<file path="config.mk">
export PLATFORM = sky130hd
export DESIGN_NAME = pipe_5_norm_round
export DESIGN_NICKNAME = d
export VERILOG_FILES = /design/src/rtl/fp_dp_pkg.sv /design/src/rtl/lzd52.sv /design/src/rtl/pipe_5_norm_round.sv
export SDC_FILE = /design/constraint.sdc
export NUM_CORES = 1
export LEC_CHECK = 0
export BUFFER_PORTS_ARGS = -buffer_cell sky130_fd_sc_hd__buf_4
export CORE_ASPECT_RATIO = 1.5
export CORE_MARGIN = 3
export CORE_UTILIZATION = 42
export DETAILED_ROUTE_END_ITERATION = 16
export SETUP_SLACK_MARGIN = 0.4
export SLEW_MARGIN = 25
export SYNTH_ARGS = -nofsm -noshare
export SYNTH_HDL_FRONTEND = slang
export SYNTH_SLANG_ARGS = --single-unit
export TNS_END_PERCENT = 50
</file>
<file path="constraint.sdc">
create_clock -name clk -period 4.6 [get_ports clk]
set_input_delay 0.69 -clock clk [delete_from_list [all_inputs] [get_ports clk]]
set_output_delay 0.69 -clock clk [all_outputs]
set_load 0.02 [all_outputs]
</file>
<file path="src/rtl/fp_dp_pkg.sv">
// Shared definitions for the dot-product floating-point pipe: field widths,
// the packed binary32 layout and the special exponent/NaN encodings.
package fp_dp_pkg;

    localparam int EXP_W    = 8;
    localparam int MAN_W    = 23;
    localparam int BIAS     = 127;
    localparam int SUM_W    = 52;
    localparam int NORM_POS = 46;

    typedef struct packed {
        logic             sign;
        logic [EXP_W-1:0] exp;
        logic [MAN_W-1:0] frac;
    } fp32_t;

    localparam logic [EXP_W-1:0] INF_EXP = 8'hFF;
    localparam fp32_t QNAN = '{sign: 1'b0, exp: 8'hFF, frac: 23'h400000};

endpackage

</file>
<file path="src/rtl/lzd52.sv">
// Combinational leading-one detector for a 52-bit magnitude, built as a
// three-level tree of 4-bit detectors over a zero-padded 64-bit word.
module lzd52 (
    input  logic [51:0] value,
    output logic [5:0]  index,
    output logic        zero
);

    function automatic logic [1:0] lzd4(input logic [3:0] v);
        if (v[3])      return 2'd3;
        else if (v[2]) return 2'd2;
        else if (v[1]) return 2'd1;
        else           return 2'd0;
    endfunction

    logic [63:0] padded;
    logic [15:0] nib_v;
    logic [1:0]  nib_pos [16];
    logic [3:0]  grp_v;
    logic [3:0]  grp_pos [4];
    logic [1:0]  grp_sel;
    logic [1:0]  top_sel;

    // Each group's position is its winning nibble index joined with that
    // nibble's local position; the top level repeats the trick over groups.
    always_comb begin
        padded  = {12'b0, value};
        grp_sel = 2'd0;
        for (int n = 0; n < 16; n++) begin
            nib_v[n]   = |padded[4*n +: 4];
            nib_pos[n] = lzd4(padded[4*n +: 4]);
        end
        for (int g = 0; g < 4; g++) begin
            grp_v[g]   = |nib_v[4*g +: 4];
            grp_sel    = lzd4(nib_v[4*g +: 4]);
            grp_pos[g] = {grp_sel, nib_pos[4*g + int'(grp_sel)]};
        end
        top_sel = lzd4(grp_v);
        index   = {top_sel, grp_pos[top_sel]};
        zero    = ~|grp_v;
    end

endmodule

</file>
<file path="src/rtl/pipe_5_norm_round.sv">
// Normalise, round-to-nearest-even and pack the dot-product sum as binary32,
// in two handshaked register stages that can stall on downstream back-pressure.
module pipe_5_norm_round
    import fp_dp_pkg::*;
(
    input  logic             clk,
    input  logic             rst_n,
    input  logic             in_valid,
    output logic             in_ready,
    input  logic [SUM_W-1:0] sum_mul_all_pos,
    input  logic             sum_sign,
    input  logic [EXP_W-1:0] adder_exp_final,
    output logic             out_valid,
    input  logic             out_ready,
    output logic [31:0]      fp_result,
    output logic             exc_ovf,
    output logic             exc_unf
);

    logic [5:0]        msb;
    logic              sum_zero;
    logic [5:0]        shamt;
    logic [SUM_W-2:0]  mant_next;
    logic signed [9:0] exp_next;

    logic              v_a, sign_a, zero_a;
    logic [SUM_W-2:0]  mant_a;
    logic signed [9:0] exp_a;

    logic              v_b, ovf_b, unf_b;
    fp32_t             res_b;

    logic              a_load, b_load;
    logic [MAN_W-1:0]  frac_pre;
    logic              guard, sticky, round_up;
    logic [MAN_W:0]    frac_sum;
    logic signed [9:0] exp_r;
    fp32_t             res_next;
    logic              ovf_next, unf_next;

    lzd52 u_lzd (
        .value (sum_mul_all_pos),
        .index (msb),
        .zero  (sum_zero)
    );

    // The leading one is shifted out to bit SUM_W-1 and is implicit, so only
    // the bits below it are kept.
    assign shamt     = 6'(SUM_W - 1) - msb;
    assign mant_next = (SUM_W-1)'(sum_mul_all_pos << shamt);
    assign exp_next  = 10'(adder_exp_final) + 10'(msb) - 10'(NORM_POS);

    assign b_load   = !v_b || out_ready;
    assign a_load   = !v_a || b_load;
    assign in_ready = a_load;

    always_ff @(posedge clk or negedge rst_n) begin
        if (!rst_n) begin
            v_a    <= 1'b0;
            mant_a <= '0;
            exp_a  <= '0;
            sign_a <= 1'b0;
            zero_a <= 1'b0;
        end else if (a_load) begin
            v_a <= in_valid;
            if (in_valid) begin
                mant_a <= mant_next;
                exp_a  <= exp_next;
                sign_a <= sum_sign;
                zero_a <= sum_zero;
            end
        end
    end

    always_comb begin
        frac_pre = mant_a[SUM_W-2 -: MAN_W];
        guard    = mant_a[SUM_W-2-MAN_W];
        sticky   = |mant_a[SUM_W-3-MAN_W:0];
        round_up = guard && (sticky || frac_pre[0]);
        frac_sum = {1'b0, frac_pre} + {{MAN_W{1'b0}}, round_up};
        exp_r    = exp_a + 10'(frac_sum[MAN_W]);
        res_next = '{sign: sign_a, exp: exp_r[EXP_W-1:0], frac: frac_sum[MAN_W-1:0]};
        ovf_next = 1'b0;
        unf_next = 1'b0;
        if (zero_a) begin
            res_next = '0;
        end else if (exp_r >= 10'sd255) begin
            res_next = '{sign: sign_a, exp: INF_EXP, frac: '0};
            ovf_next = 1'b1;
        end else if (exp_r <= 10'sd0) begin
            res_next = '{sign: sign_a, exp: '0, frac: '0};
            unf_next = 1'b1;
        end
    end

    // Result registers only move on a load, which keeps them frozen in a stall.
    always_ff @(posedge clk or negedge rst_n) begin
        if (!rst_n) begin
            v_b   <= 1'b0;
            res_b <= '0;
            ovf_b <= 1'b0;
            unf_b <= 1'b0;
        end else if (b_load) begin
            v_b <= v_a;
            if (v_a) begin
                res_b <= res_next;
                ovf_b <= ovf_next;
                unf_b <= unf_next;
            end
        end
    end

    assign out_valid = v_b;
    assign fp_result = res_b;
    assign exc_ovf   = v_b && ovf_b;
    assign exc_unf   = v_b && unf_b;

endmodule

</file>
==> results.sh <==
export IMPL_antenna_cells_inserted=0
export IMPL_run_status="finished clean"
export IMPL_setup_viol=0
export IMPL_regToRegSetupSlack_ns=0.84
export IMPL_crit_path_max_fanout=58
export IMPL_initialDrtViolationCount=511
export IMPL_remaining_drc_errors=0
export IMPL_numPortBuffers=100
export IMPL_finish_cell_count_without_fillers=1378
export IMPL_synth_largest_type_area_fraction_pct=29.59
export IMPL_number_of_global_route_vias_before_repair=8113
export IMPL_synth_seq_cells=99
export IMPL_path_class="primary input to flop"
export IMPL_use_met2_pct=46.04
export IMPL_synth_area_mm2=0.008373
export IMPL_antenna_violations_before_repair=0
export IMPL_cts_root_to_sink_buffers=2
export IMPL_leakage_nw=4.426
export IMPL_power_density_mw_per_mm2=336.0
export IMPL_final_period_utilization_pct=88.72
export IMPL_hpwl_mm=22.80
export IMPL_ys_top_cells_by_area="sky130_fd_sc_hd__dfrtp_1 (30%), sky130_fd_sc_hd__mux2i_1 (7.8%), sky130_fd_sc_hd__nand2_1 (5.7%), sky130_fd_sc_hd__o21ai_0 (5.1%), sky130_fd_sc_hd__nor2_1 (3.0%)"
export IMPL_synth_edff_count=0
export IMPL_finalInstanceArea_mm2=0.01012
export IMPL_reg2reg_depth=15
export IMPL_totalWireLength_mm=28.93
export IMPL_cts_hold_buffers_added=0
export IMPL_holdCritPathClass="primary input to asynchronous set/reset pin"
export IMPL_cts_inserted_buffers=9
export IMPL_timing_critical_path_arrival_ns=4.34
export IMPL_period_minus_slack_ns=4.081
export IMPL_timing_worst_slew_pin_value_ns=0.9138
export IMPL_post_cts_buffers=0
export IMPL_grt_total_usage_pct=26.71
export IMPL_nFillCells=1968
export IMPL_final_hold_viol_count=0
export IMPL_postSynthAreaPerCell_um2=8.266
export IMPL_place_congestion=0.9411
export IMPL_core_area_mm2=0.01939
export IMPL_drt_first_pass_iters=5
export IMPL_globalRouteMet1Util_pct=32.88
export IMPL_synthArstFlopShare_pct=100.0
export IMPL_critical_path_endpoint_type="flop"
export IMPL_detailed_place_area_mm2=0.009721
export IMPL_antenna_viol_nets_final=0
export IMPL_fin_worst_skew_ns=0.007817
export IMPL_fp_dieArea_mm2=0.02170
export IMPL_layout_drive_gt1_share_pct=19.96
export IMPL_cts_root_buffer_cell="sky130_fd_sc_hd__clkbuf_16"
export IMPL_synth_net_count=1098
export IMPL_critical_path_source_type="primary input"
export IMPL_post_synth_inst_count=1013
export IMPL_critical_path_reg2reg_startpoint="mant_a[34]$_DFFE_PN0P_"
export IMPL_yosysWarningCount=0
export IMPL_largest_net_degree_at_the_start_of_global_routing=71
export IMPL_route_detailed_wl_per_inst_um=21.00
export IMPL_cts_tree="built"
export IMPL_globalRouteMet3Util_pct=2.557
export IMPL_globalRoute_busiestLayer="met2"
export IMPL_grt_overflow=0
export IMPL_totalPowerFinal_mw=3.401
export IMPL_fin_tns_setup_ns=0
export IMPL_synth_commonest_cells="sky130_fd_sc_hd__nand2_1 (128), sky130_fd_sc_hd__dfrtp_1 (99), sky130_fd_sc_hd__o21ai_0 (86)"
export IMPL_cts_htree_levels=3
export IMPL_row_count=62
export IMPL_cts_clk_slew_worst_paths_ns=0.07
export IMPL_max_cap_viols=0
export IMPL_r2r_end="fp_result[27]$_DFFE_PN0P_"
export IMPL_grt_first_pass_wirelength_mm=45.88
export IMPL_vdd_ir_drop_worst_mv=0.1499
export IMPL_route_detailed_vias_per_inst=6.209
export IMPL_initial_cell_density_of_the_core_pct=43.17
export IMPL_cp_data_required_time_ns=4.86
export IMPL_yosysSeqAreaShare_pct=29.59
export IMPL_instance_count_after_placement_with_tap_cells_included=1362
export IMPL_slew_headroom_pct=39.08
export IMPL_synth_main_ff_cell="sky130_fd_sc_hd__dfrtp_1"
export IMPL_finalNetCount=1202
export IMPL_vias=8556
export IMPL_io_pin_count=101
export IMPL_numClockSinks=99
export IMPL_achievable_frequency_mhz=245.0
export IMPL_areaGrowthSynthToFinish_pct=20.89
export IMPL_clock_latency_ns=0.35
export IMPL_grt_setup_unrepaired="true"
export IMPL_synthDominantAreaCellType="sky130_fd_sc_hd__dfrtp_1"
export IMPL_die_height_um=178.9
export IMPL_fp_dieW_um=121.3
export IMPL_post_cts_resize_count=0
export IMPL_distinct_cell_type_count_after_synthesis=83
export IMPL_yosys_cell_count_top_type="sky130_fd_sc_hd__nand2_1"
export IMPL_timing_max_transition_violations_final=0
layout make-up:
type                    instances  area (um2)  area share, %
repair buffers                159        1281          12.66
clock buffers                  10       239.0          2.361
clock inverters                 6       136.4          1.347
well taps                     256       320.3          3.164
inverters                      27       108.9          1.075
flip-flops and latches         99        2477          24.47
multi-input cells             821        5559          54.92
cell families (layout without fill, tap and decap cells):
group / after synthesis / after routing / synth area share [%]
XOR/XNOR: 37 / 37 / 3.870
AO/OA/AOI/OAI: 348 / 348 / 29.27
AND/OR/NAND/NOR: 338 / 338 / 19.29
multiplexers: 78 / 78 / 9.683
buffers and inverters: 93 / 202 / 5.215
adder cells (fa/ha/maj): 20 / 20 / 3.078
flip-flops: 99 / 99 / 29.59
metrics by stage:
stage / setup slack, ns / hold WS, ns / utilization (%)
6_report: 0.5187 / 0.4381 / 52.19
3_3_place_gp: 0.2267 / 0.4520 / 50.12
2_1_floorplan: 0.3344 / 0.3944 / -
5_1_grt: 0.3539 / 0.4947 / 52.19
3_5_place_dp: 0.1461 / 0.4592 / 50.12
4_1_cts: 0.4999 / 0.4740 / 52.06
report_power, final:
part	internal (mW)	switching, mW
clock	0.602	0.330
combinational	0.530	0.706
sequential	1.07	0.166
metal layers:
metal  vias up  wire length [um]  part of all wire [%]
met4         0              1579                   5.5
met1      4071             11710                    40
met2       350             14180                    49
met3        79              1466                   5.1
li1       4056                 -                     -
met5         -                 0                     0
sequential cells by signal (all words and copies together) (netlist names):
name,flops
unf_b,1
ovf_b,1
exp_a,10
out_valid,1
mant_a,51
v_a,1
sign_a,1
zero_a,1
fp_result,32
worst max-delay path by stage:
stage                     cells after the start  slack [ns]                         to              startpoint
after floorplan                              20        0.33       exp_a[7]$_DFFE_PN0P_     sum_mul_all_pos[38]
after global placement                       13        0.23     mant_a[30]$_DFFE_PN0P_     sum_mul_all_pos[41]
after detailed placement                     19        0.15       exp_a[7]$_DFFE_PN0P_     sum_mul_all_pos[38]
after CTS                                    14        0.50  fp_result[20]$_DFFE_PN0P_  mant_a[34]$_DFFE_PN0P_
after global routing                         19        0.35       exp_a[7]$_DFFE_PN0P_     sum_mul_all_pos[38]
final                                        14        0.52     mant_a[37]$_DFFE_PN0P_      sum_mul_all_pos[9]
cell usage in the layout (no fill, tap or decap), types with 9 or more instances in the layout:
cell type	instances
sky130_fd_sc_hd__nor3_1	19
sky130_fd_sc_hd__mux2_2	10
sky130_fd_sc_hd__inv_1	24
sky130_fd_sc_hd__clkbuf_16	9
sky130_fd_sc_hd__and2_1	9
sky130_fd_sc_hd__and3_1	13
sky130_fd_sc_hd__a31oi_1	17
sky130_fd_sc_hd__o21ai_1	12
sky130_fd_sc_hd__xor2_1	18
sky130_fd_sc_hd__o21ai_0	85
sky130_fd_sc_hd__xnor2_1	17
sky130_fd_sc_hd__a22o_1	15
sky130_fd_sc_hd__mux2i_1	65
sky130_fd_sc_hd__nand2_1	127
sky130_fd_sc_hd__ha_1	17
sky130_fd_sc_hd__a32o_1	9
sky130_fd_sc_hd__a221o_1	12
sky130_fd_sc_hd__dfrtp_1	99
sky130_fd_sc_hd__buf_4	152
sky130_fd_sc_hd__a211oi_1	11
sky130_fd_sc_hd__o211ai_1	19
sky130_fd_sc_hd__a32oi_1	16
sky130_fd_sc_hd__nor2_1	65
sky130_fd_sc_hd__a21oi_1	44
sky130_fd_sc_hd__nand3_1	42
sky130_fd_sc_hd__o221ai_1	9
sky130_fd_sc_hd__nor4_1	14
critical path, cell delays in order:
cell and delay [ns]:
sky130_fd_sc_hd__buf_4 0.14, sky130_fd_sc_hd__or4_1 0.50, sky130_fd_sc_hd__o21ai_0 0.52, sky130_fd_sc_hd__a211oi_2 0.25
sky130_fd_sc_hd__nor2_4 0.27, sky130_fd_sc_hd__inv_2 0.08, sky130_fd_sc_hd__buf_12 0.19, sky130_fd_sc_hd__a21o_1 0.24
sky130_fd_sc_hd__a21oi_1 0.51, sky130_fd_sc_hd__nand2_1 0.15, sky130_fd_sc_hd__buf_4 0.18, sky130_fd_sc_hd__nor2_1 0.36
sky130_fd_sc_hd__a21oi_1 0.12, sky130_fd_sc_hd__o211ai_1 0.11
(Power assumes the default switching activity.)
